==> config.mk <==
export PLATFORM = sky130hd
export DESIGN_NAME = digit_pulse_word_receiver
export DESIGN_NICKNAME = d
export VERILOG_FILES = /design/src/rtl/digit_pulse_word_receiver.sv
export SDC_FILE = /design/constraint.sdc
export NUM_CORES = 1
export LEC_CHECK = 0
export ABC_AREA = 1
export CORE_ASPECT_RATIO = 0.75
export CORE_MARGIN = 2
export CORE_UTILIZATION = 45
export CTS_BUF_LIST = sky130_fd_sc_hd__clkbuf_16
export CTS_CLUSTER_SIZE = 12
export DETAILED_ROUTE_END_ITERATION = 16
export HOLD_SLACK_MARGIN = 0.03
export PLACE_DENSITY = 0.68
export SYNTH_ARGS = -nofsm -noshare
export SYNTH_HDL_FRONTEND = slang
export SYNTH_SLANG_ARGS = --single-unit
export TNS_END_PERCENT = 100
==> constraint.sdc <==
create_clock -name clk -period 4.5 [get_ports clk]
set_clock_uncertainty 0.15 [all_clocks]
set_input_delay 0.675 -clock clk [delete_from_list [all_inputs] [get_ports clk]]
set_output_delay 0.675 -clock clk [all_outputs]
set_load 0.02 [all_outputs]
==> src/rtl/digit_pulse_word_receiver.sv <==
// digit_pulse_word_receiver: assembles serial LSB-first digits into parallel
// words using a one-hot digit-pulse timing vector, with sync-loss detection.
module digit_pulse_word_receiver #(
    parameter int WORD_BITS  = 36,
    parameter bit ALLOW_GAPS = 1'b1,
    parameter int ERR_W      = 8
) (
    input  logic                 clk,
    input  logic                 rst,
    input  logic [WORD_BITS-1:0] digit_pulse,
    input  logic                 serial_in,
    output logic [WORD_BITS-1:0] word,
    output logic                 word_valid,
    output logic                 locked,
    output logic                 sync_err,
    output logic [ERR_W-1:0]     err_count
);

    localparam int IDX_W = (WORD_BITS > 1) ? $clog2(WORD_BITS) : 1;
    localparam logic [IDX_W-1:0] LAST = IDX_W'(WORD_BITS - 1);

    typedef enum logic {HUNT, RECV} state_t;

    state_t                 state, state_d;
    logic [WORD_BITS-1:0]   shreg, shreg_d;
    logic [IDX_W-1:0]       expected, exp_d;
    logic [IDX_W-1:0]       idx;
    logic                   is_zero, is_multi, is_one;
    logic                   load, err;

    // Classify the timing vector and find the index of the set bit
    always_comb begin
        is_zero  = (digit_pulse == '0);
        is_multi = |(digit_pulse & (digit_pulse - WORD_BITS'(1)));
        is_one   = !is_zero && !is_multi;
        idx      = '0;
        for (int i = 0; i < WORD_BITS; i++) begin
            if (digit_pulse[i]) idx = IDX_W'(i);
        end
    end

    // Next-state, digit capture and word/error decisions
    always_comb begin
        state_d = state;
        shreg_d = shreg;
        exp_d   = expected;
        load    = 1'b0;
        err     = 1'b0;
        unique case (state)
            HUNT: begin
                if (is_one && idx == '0) begin
                    shreg_d    = '0;
                    shreg_d[0] = serial_in;
                    exp_d      = IDX_W'(1);
                    state_d    = RECV;
                end
            end
            RECV: begin
                if (is_one && idx == expected) begin
                    shreg_d[idx] = serial_in;
                    if (idx == LAST) begin
                        load  = 1'b1;
                        exp_d = '0;
                    end else begin
                        exp_d = expected + IDX_W'(1);
                    end
                end else if (is_zero && ALLOW_GAPS) begin
                    state_d = RECV;
                end else begin
                    // Erroneous ONE(0) must not restart a word here
                    err     = 1'b1;
                    state_d = HUNT;
                    shreg_d = '0;
                    exp_d   = '0;
                end
            end
            default: state_d = HUNT;
        endcase
    end

    // State register
    always_ff @(posedge clk) begin
        if (rst) state <= HUNT;
        else     state <= state_d;
    end

    // Datapath registers, strobes and saturating error counter
    always_ff @(posedge clk) begin
        if (rst) begin
            shreg      <= '0;
            expected   <= '0;
            word       <= '0;
            word_valid <= 1'b0;
            sync_err   <= 1'b0;
            err_count  <= '0;
        end else begin
            shreg      <= shreg_d;
            expected   <= exp_d;
            word_valid <= load;
            sync_err   <= err;
            if (load) word <= shreg_d;
            if (err && err_count != '1) err_count <= err_count + ERR_W'(1);
        end
    end

    assign locked = (state == RECV);

endmodule

**After elaboration in Yosys (flattened, before gate mapping)**

Index checks and enable logic that the tools add are counted.
Widths: inputs -> output; s select.

- Add/subtract/negate cells: 3
- $mul: 0
- Div/mod/pow operators: 0
- Magnitude comparators: 2
- Equal/unequal tests: 5
- Shift operators: 0
- Muxes and demuxes: 57
- Bitwise gates (word level): 2
- Reduce and logical (&&, ||, !) cells: 11

Operators with widths:

| cell | count |
|---|---|
| $mux 6 | 36 |
| $mux 36 | 3 |
| $pmux 36 s2 | 1 |
| $and 36x36->36 | 1 |
| $bwmux 36 | 1 |
| $logic_not 36->1 | 1 |
| $reduce_or 36->1 | 1 |
| $sub 36x1->36 const B | 1 |
| $pmux 6 s2 | 1 |
| $mux 1 | 11 |
| $add 8x1->8 const B | 1 |
| $ne 8x8->1 const B | 1 |
| $lt 6x7->1 const B | 1 |
| $add 6x1->6 const B | 1 |
| $demux 1 s6 | 1 |
| $eq 6x6->1 | 1 |
| $eq 6x6->1 const B | 1 |
| $ge 6x1->1 const B | 1 |
| $logic_not 6->1 | 1 |
| $logic_and 1x1->1 | 5 |
| $mux 2 | 2 |
| $ne 3x2->1 const B | 1 |
| $logic_not 1->1 | 2 |
| $ne 2x2->1 const B | 1 |
| other kinds (3) | 3 |

- Flip-flop bits (word level): 89
- Bits in latches: 0
- Bits in writable memories: 0
- ROM bits: 0
- Logic and storage cells: 87
- Memories kept: 0

**Longest topological paths before layout**

- Depth in word-level cells: 42
- Mapped depth: 45

**Worst setup path before layout**

No wires, ideal clock.

- Kind: input to register
- Start: in digit_pulse[1]
- End: reg word[0]
- Library setup time: 0.056 ns
- Arrival time: 3.505 ns
- Setup slack: 0.789 ns
- Cell stages on the path: 28
- Buffers on the path: 2
- Cell sequence: nor2_2 -> inv_2 -> nor2_2 -> nand4_2 -> nor3_2 -> inv_2 -> nor3_4 -> nand4_2 -> nor2_2 -> nand2_1 -> nor3_2 -> nor2_1 -> nor2_1 -> o211ai_1 -> nor3_2 -> and2_1 -> nand4_2 -> nor2_2 -> o211ai_2 -> nor2_4 -> nand3_4 -> nor2_8 -> nand2_4 -> buf_6 -> buf_6 -> a21oi_2 -> nand2_1 -> inv_1

- Word-level cells in the longest chain between the ends: 42
- Elaborated cells between the ends (all ways): 60

RTL lines:

| what | line | text |
|---|---|---|
| start: declaration | 10 | `input logic [WORD_BITS-1:0] digit_pulse,` |
| $mux 1 | 38 | `if (digit_pulse[i]) idx = IDX_W'(i);` |
| $mux 2 (2 in a row) | 38 |  |
| $mux 6 (32 in a row) | 38 |  |
| $lt 6x7->1 (not written as such) or $ge 6x1->1 (tied branches) | 60 | `shreg_d[idx] = serial_in;` |
| $logic_and 1x1->1 (not written as such) | 60 |  |
| $mux 1 (not written as such) | 60 |  |
| $demux 1 s6 | 60 |  |
| $bwmux 36 | 60 |  |
| $mux 36 | 59 | `if (is_one && idx == expected) begin` |
| $pmux 36 s2 | 49 | `unique case (state)` |
| end signal: assignment | 101 | `if (load) word <= shreg_d;` |
| end: declaration | 12 | `output logic [WORD_BITS-1:0] word,` |

Parallel ways exist; a longest one is shown, timed or not.
A chain may end at the register's enable or synchronous reset.

**Final worst setup path**

- Start: in digit_pulse[0]
- End: reg word[28]

- Word-level cells in the longest chain between the ends: 8
- Elaborated cells between the ends (all ways): 15

RTL lines:

| what | line | text |
|---|---|---|
| $sub 36x1->36 | 34 | `is_multi = \|(digit_pulse & (digit_pulse - WORD_BITS'(1)));` |
| $and 36x36->36 | 34 |  |
| $reduce_or 36->1 | 34 |  |
| $logic_not 1->1 | 35 | `is_one = !is_zero && !is_multi;` |
| $logic_and 1x1->1 | 35 |  |
| $logic_and 1x1->1 (on tied branches) | 59, 51 |  |
| $mux 36 (tied with other cells) | 59 |  |
| $pmux 36 s2 or $mux 1 (tied branches) | 49 |  |

Parallel ways exist; a longest one is shown, timed or not.

==> results <==
- Dividing total power by cell area gives a power density of 231 nW/um^2.
- The post-synthesis area per instance is 6.05 um^2.
- The synthesized design contains 89 register bits.
- The internal portion of total power is 1.29 mW.
- The net count of the mapped netlist is 1006.
- TritonCTS built the clock tree.
- The post-layout total power is 1.72 mW.
- Data arrives at the worst endpoint at 4300 ps.
- The initial utilization of the core area, before any placement, comes to 46.8%.
- The total DRC errors in the routed layout is 0.
- The largest fanout on the critical path is 5.
- The detailed-router iteration count before antenna repair is 5.
- The CTS clock-pin slew for the worst setup and hold paths is 70 ps.
- The share of final-layout standard cells stronger than drive strength 1 is 11.5%.
- The critical path starts at digit_pulse[0].
- The number of antenna violations at the first check in global routing is 0.
- The number of different library cells used by synthesis comes to 49.
- The worst vdd rail ir drop is 0.186 mV.
- For this run, the slowest stage of the critical path takes 430 ps.
- In the synthesized netlist the dominant register cell turns out to be sky130_fd_sc_hd__dfxtp_1.
- The clock drives 89 sinks.
- The nature of the critical path endpoint is a register.
- After synthesis, flip-flops and latches occupy 30.5% of the total area.
- Once placement finished, the instance area stood at 7080 um^2.
- Clock tree synthesis inserted a total of 9 buffers.
- The worst hold path begins at shreg[34].
- The largest area contributor in the synthesized netlist is sky130_fd_sc_hd__dfxtp_1.
- In this run the biggest area consumer among cell types represents 30.5% of the synthesized area.
- The period utilization is 93.3%.
- Summing every instance area after synthesis gives 5840 um^2.
- The number of instances in the synthesized netlist is 965.
- The detail-routed net length per standard cell is 12.6 um.
- The floorplan die width is 136 um.
- The clock tree synthesis step divided the H-tree into 3 levels.
- In this run the critical register-to-register path is launched from locked.
- Measured on the finished design, the core utilization comes to 59.8%.
- The part of the total power dissipated in sequential elements is 45.7%.
- The clock reaches the later pin of the worst-skew pair after 350 ps.
- The commonest cells after synthesis are sky130_fd_sc_hd__nand2_1, sky130_fd_sc_hd__inv_1, sky130_fd_sc_hd__dfxtp_1, sky130_fd_sc_hd__nor2_1, sky130_fd_sc_hd__a21oi_1.
- The Yosys warning count is 0.
- Buffers placed on the I/O ports in this run total 85.
- The largest net degree at the start of global routing is 87.
- Setup repair after global routing could not meet its margin everywhere.
- Summing over every cut layer, the via total after detailed routing is 6096.
- The summed area of non-filler cells in the final layout is 7470 um^2.
- The total of endpoints with negative setup slack in the final report is 0.
- The total length of routed wires is 15600 um.
- The sum of net half-perimeters after detailed placement is 11300 um.
- The routed via count divided by cell count is 4.91.
- sky130_fd_sc_hd__nand2_1 is the most common cell in the netlist.
- The slew of the pin with the lowest slew margin is 1080 ps.
- In this run the vertical extent of the chip is 103 um.
- The number of hold violations in the final report is 0.
- Global routing used 23.0% of the available tracks.
- The first global-routing pass estimated 25800 um of wire.
- The clock network is responsible for 45.2% of the overall power.
- In the synthesized netlist the async set-or-reset flop fraction comes to 0%.
- In this run the count of I/O pins placed on the die edge is 86.
- The number of max-cap violations is 0.
- The core area is 12500 um^2.
- Measured against its own limit, the worst slew margin works out to 27.9%.
- STA puts the critical path data required time at 4610 ps.
- The number of inserted diodes is 0.
- By area the synthesized netlist is led by sky130_fd_sc_hd__dfxtp_1, sky130_fd_sc_hd__nand2_1, sky130_fd_sc_hd__inv_1, sky130_fd_sc_hd__a21oi_1, sky130_fd_sc_hd__nand3_1.
- The clock period could shrink to 4200 ps.
- The starting DRC count in detailed routing is 577.
- The number of max-slew violations in the final report is 0.
- Summed over all nets, the switching power comes to 0.437 mW.
- The fraction of power spent switching nets is 25.4%.
- In the final design database the tool counted 1111 nets.
- The number of global-route vias before repair is 5425.
- The filler-free cell count of the finished design is 1241.
- The floorplan has 35 rows.
- Among all stages on the critical path, the largest delay is contributed by sky130_fd_sc_hd__clkdlybuf4s50_1.
- The signed area change from the synthesized netlist to the final layout is 27.9%.
- The highest clock rate is 0.238 GHz.
- Setup total negative slack on the finished layout was measured at 0 ps.
- In this run the remaining antenna-violating nets after routing total 0.
- The worst setup path is launched from an input pin.
- The number of enable flip-flop cells after synthesis is 0.
- The congestion estimate from routability-driven global placement came to 0.885.
- Global routing finished with a remaining overflow of 0.
- The leakage power total is 3.13 nW.
- The critical path class is input pin to register.
- The root buffer cell chosen for the clock tree is sky130_fd_sc_hd__clkbuf_16.
- The die covers 13900 um^2.
- The path class of the lowest-slack min-delay path is register to register.
- The run finished with clean final reports.
- The total placed cells including tap cells is 1224.
- The combinational share of power is 9.1%.
- The clock passes through at most 2 buffers.
worst max-delay path, delay by kind of cell:
family	cells	cell delay (ps)
buffers and inverters	7	990
AND/OR/NAND/NOR	21	2450
AO/OA/AOI/OAI	2	200
stage by stage:
step,hold slack [ps],setup slack (ps)
finish,339,303
global route,369,-1.32
CTS,339,244
detailed placement,329,-92.7
global placement,325,-15.3
floorplan,313,789
path summary, 6_finish.rpt:
kind	end	slack, ps	depth (start not counted)
worst max-delay path	word[28]	300	30
worst min-delay path	shreg[34]	340	2
worst max register to register	expected[3]	1900	8
worst min register to register	shreg[34]	340	2
logic make-up (layout without fill, tap and decap cells):
logic type / after synthesis / count (layout) / synth area share, %
flip-flops: 89 / 89 / 30.5
buffers and inverters: 225 / 335 / 15.1
AND/OR/NAND/NOR: 474 / 474 / 35.3
XOR/XNOR: 11 / 11 / 1.65
adder cells (fa/ha/maj): 2 / 2 / 0.429
AO/OA/AOI/OAI: 164 / 164 / 16.9
cell usage in the layout, fill, tap and decap left out, types with 3 or more instances in the layout:
cell,count
sky130_fd_sc_hd__a21oi_1,84
sky130_fd_sc_hd__a21oi_2,30
sky130_fd_sc_hd__buf_12,3
sky130_fd_sc_hd__buf_4,38
sky130_fd_sc_hd__clkbuf_16,10
sky130_fd_sc_hd__clkdlybuf4s50_1,83
sky130_fd_sc_hd__clkinv_1,3
sky130_fd_sc_hd__dfxtp_1,89
sky130_fd_sc_hd__inv_1,179
sky130_fd_sc_hd__inv_2,6
sky130_fd_sc_hd__nand2_1,263
sky130_fd_sc_hd__nand3_1,78
sky130_fd_sc_hd__nand4_1,10
sky130_fd_sc_hd__nand4_2,3
sky130_fd_sc_hd__nor2_1,85
sky130_fd_sc_hd__nor2_2,6
sky130_fd_sc_hd__nor2_4,3
sky130_fd_sc_hd__nor3_1,6
sky130_fd_sc_hd__nor3_2,4
sky130_fd_sc_hd__nor4_1,3
sky130_fd_sc_hd__o21ai_0,31
sky130_fd_sc_hd__or2_0,3
sky130_fd_sc_hd__xnor2_1,3
sky130_fd_sc_hd__xor2_1,8
power groups by stage:
stage	sequential (mW)	combinational, mW	clock, mW
2_1_floorplan	0.805	0.0782	0
3_3_place_gp	0.805	0.152	0
3_5_place_dp	0.805	0.152	0
4_1_cts	0.787	0.152	0.795
5_1_grt	0.787	0.173	0.825
6_report	0.787	0.156	0.778
state kept, by name (all words and copies together) (netlist names):
name / count
shreg: 36
word: 36
err_count: 8
expected: 6
locked: 1
sync_err: 1
word_valid: 1
per-layer routing:
metal	vias to the layer above	GRT usage (%)	routed length (um)
met5	-	0	0
met4	0	4.49	93
met3	7	4.28	830
met2	158	33.0	6040
met1	2696	35.6	8670
li1	3235	-	-
layout make-up:
type,count,area [um^2]
fillers,1215,5010
repair buffers,129,1250
well taps,166,208
inverters,190,718
clock inverters,7,76.3
clock buffers,9,225
flip-flops and latches,89,1780
multi-input cells,651,3210
timing repair:
item                       CTS  global route
resized for setup            0            16
setup endpoints to repair    0            60
hold buffers                 0             0
setup buffers                0             0
No activity file was read; power rests on OpenSTA's default activity.
==> RTL edit (same flow settings) <==
Change the parameter `ERR_W` from 8 to 6.
--- a/src/rtl/digit_pulse_word_receiver.sv
+++ b/src/rtl/digit_pulse_word_receiver.sv
@@ -3,7 +3,7 @@
 module digit_pulse_word_receiver #(
     parameter int WORD_BITS  = 36,
     parameter bit ALLOW_GAPS = 1'b1,
-    parameter int ERR_W      = 8
+    parameter int ERR_W      = 6
 ) (
     input  logic                 clk,
     input  logic                 rst,
Interface: changed (resized err_count); port bits go from 86 to 84. The function was not compared with the original's and may differ.
==> RTL edit against the unedited design <==
Wire length down 2.6%; highest routed layer unchanged; total power down 4.0%; sequential cell count is 2 lower; register-to-register slack better by 0.05 ns; synthesized area shrank 5.5%; utilization is 1.8 points lower; final area decreased by 8.4%; via count decreased by 6.3%; clock power fell by 6.4%; worst setup slack gained 0.11 ns; die area decreased by 5.3%.
==> RTL edit: results (changes against the unedited design) <==
- The worst-case hold slack was 0.338 ns (-0.000340 ns).
- The maximum ir drop on the vdd rail came to 0.000199 V (+6.7%).
- The worst reg2reg path depth was 15 (+7).
- The stage delay of the slowest cell on the critical path came to 0.47 ns (+0.04 ns).
- The number of instances in the synthesized netlist is 892 (-7.6%).
- The total wire length after detailed routing is 15.2 mm (-2.6%).
- The number of distinct standard cells referenced by the synthesized netlist was 43 (-12%).
- The number of vias per cell is 5.01 (+1.9%).
- The worst hold path begins at shreg[24]$_SDFF_PP0_.
- The arrival time of data at the critical path endpoint came to 4.22 ns (-0.08 ns).
- The first-pass iteration count of the detailed router is 6 (+1).
- The peak fanout along the critical path came to 11 (+6).
- The run finished with clean final reports.
- The switching portion of total power is 0.267 (+0.0130).
- The register-to-register path setup slack is 1.95 ns (+0.05 ns).
- The average wire per standard cell is 13.3 um (+5.9%).
- The global-route total usage across every layer is 0.234 (+0.00407).
- The path with the worst hold slack has its endpoint at shreg[24]$_SDFF_PP0_.
- The global placer's final weighted congestion is 0.934 (+5.5%).
- The number of nets in the layout is 1015 (-8.6%).
- The standby leakage power was 2.75 nW (-12%).
- The post-synthesis compound-gate area fraction is 0.180 (+0.0112).
- In this run the worst setup path begins at digit_pulse[1].
- The portion of the clock cycle consumed by the worst path in the final layout is 0.909 (-0.0236).
- The sequential share of power is 0.466 (+0.009).
- The maximum number of pins on one net before global-route repair is 57 (-34%).
- The share of cells above drive strength 1 is 0.0827 (-0.0326).
- The filler cell count is 1198 (-1.4%).
- The number of global-route vias before repair is 5085 (-6.3%).
- The violation count after the first detailed-routing iteration is 437 (-24%).
- Ranked by total cell area, the synthesized netlist is headed by sky130_fd_sc_hd__dfxtp_1, sky130_fd_sc_hd__nand2_1, sky130_fd_sc_hd__inv_1.
- The capture point of the worst path is expected[3]$_SDFFE_PP0P_.
- Sorting the synthesized cells by how often they occur yields sky130_fd_sc_hd__nand2_1, sky130_fd_sc_hd__inv_1, sky130_fd_sc_hd__nor2_1.
- The synthesized-area fraction occupied by adder cells is 0.00454 (+0.000249).
- The final cell utilization of the core is 0.581 (-0.0177).
- The overall power consumption is 1.65 mW (-4.0%).
- The pre-CTS setup slack is 0.115 ns (+0.208 ns).
- The sequential element share of the synthesized area is 0.316 (+0.0105).
- The number of port buffers is 83 (-2.4%).
- The half-perimeter wire length after detailed placement was 11.2 mm (-0.27%).
- The total cell area at the placement stage is 6550 um^2 (-7.5%).
RTL edit: cell types whose count changed after synthesis, moves of 11 or more:
cell and delta:
sky130_fd_sc_hd__nand2_1 -32, sky130_fd_sc_hd__a21oi_1 -23, sky130_fd_sc_hd__nand3_1 -21, sky130_fd_sc_hd__inv_1 -18, sky130_fd_sc_hd__nand4_1 +12, sky130_fd_sc_hd__nor3_1 +11
RTL edit: area by class of cell:
type | count | share of cell area
timing repair buffer | 98 | 0.143
inverter | 170 | 0.0940
multi-input combinational | 608 | 0.437
clock buffer | 9 | 0.0329
sequential | 87 | 0.255
clock inverter | 7 | 0.00969
tap | 162 | 0.0296
RTL edit: routing by layer:
layer / track usage / vias to the layer above / routed length, um / part of all wire
li1: - / 3001 / - / -
met1: 0.353 / 2514 / 7910 / 0.52
met2: 0.338 / 188 / 6030 / 0.40
met3: 0.0535 / 11 / 1150 / 0.076
met4: 0.0468 / 0 / 129 / 0.0085
met5: 0 / - / 0 / 0
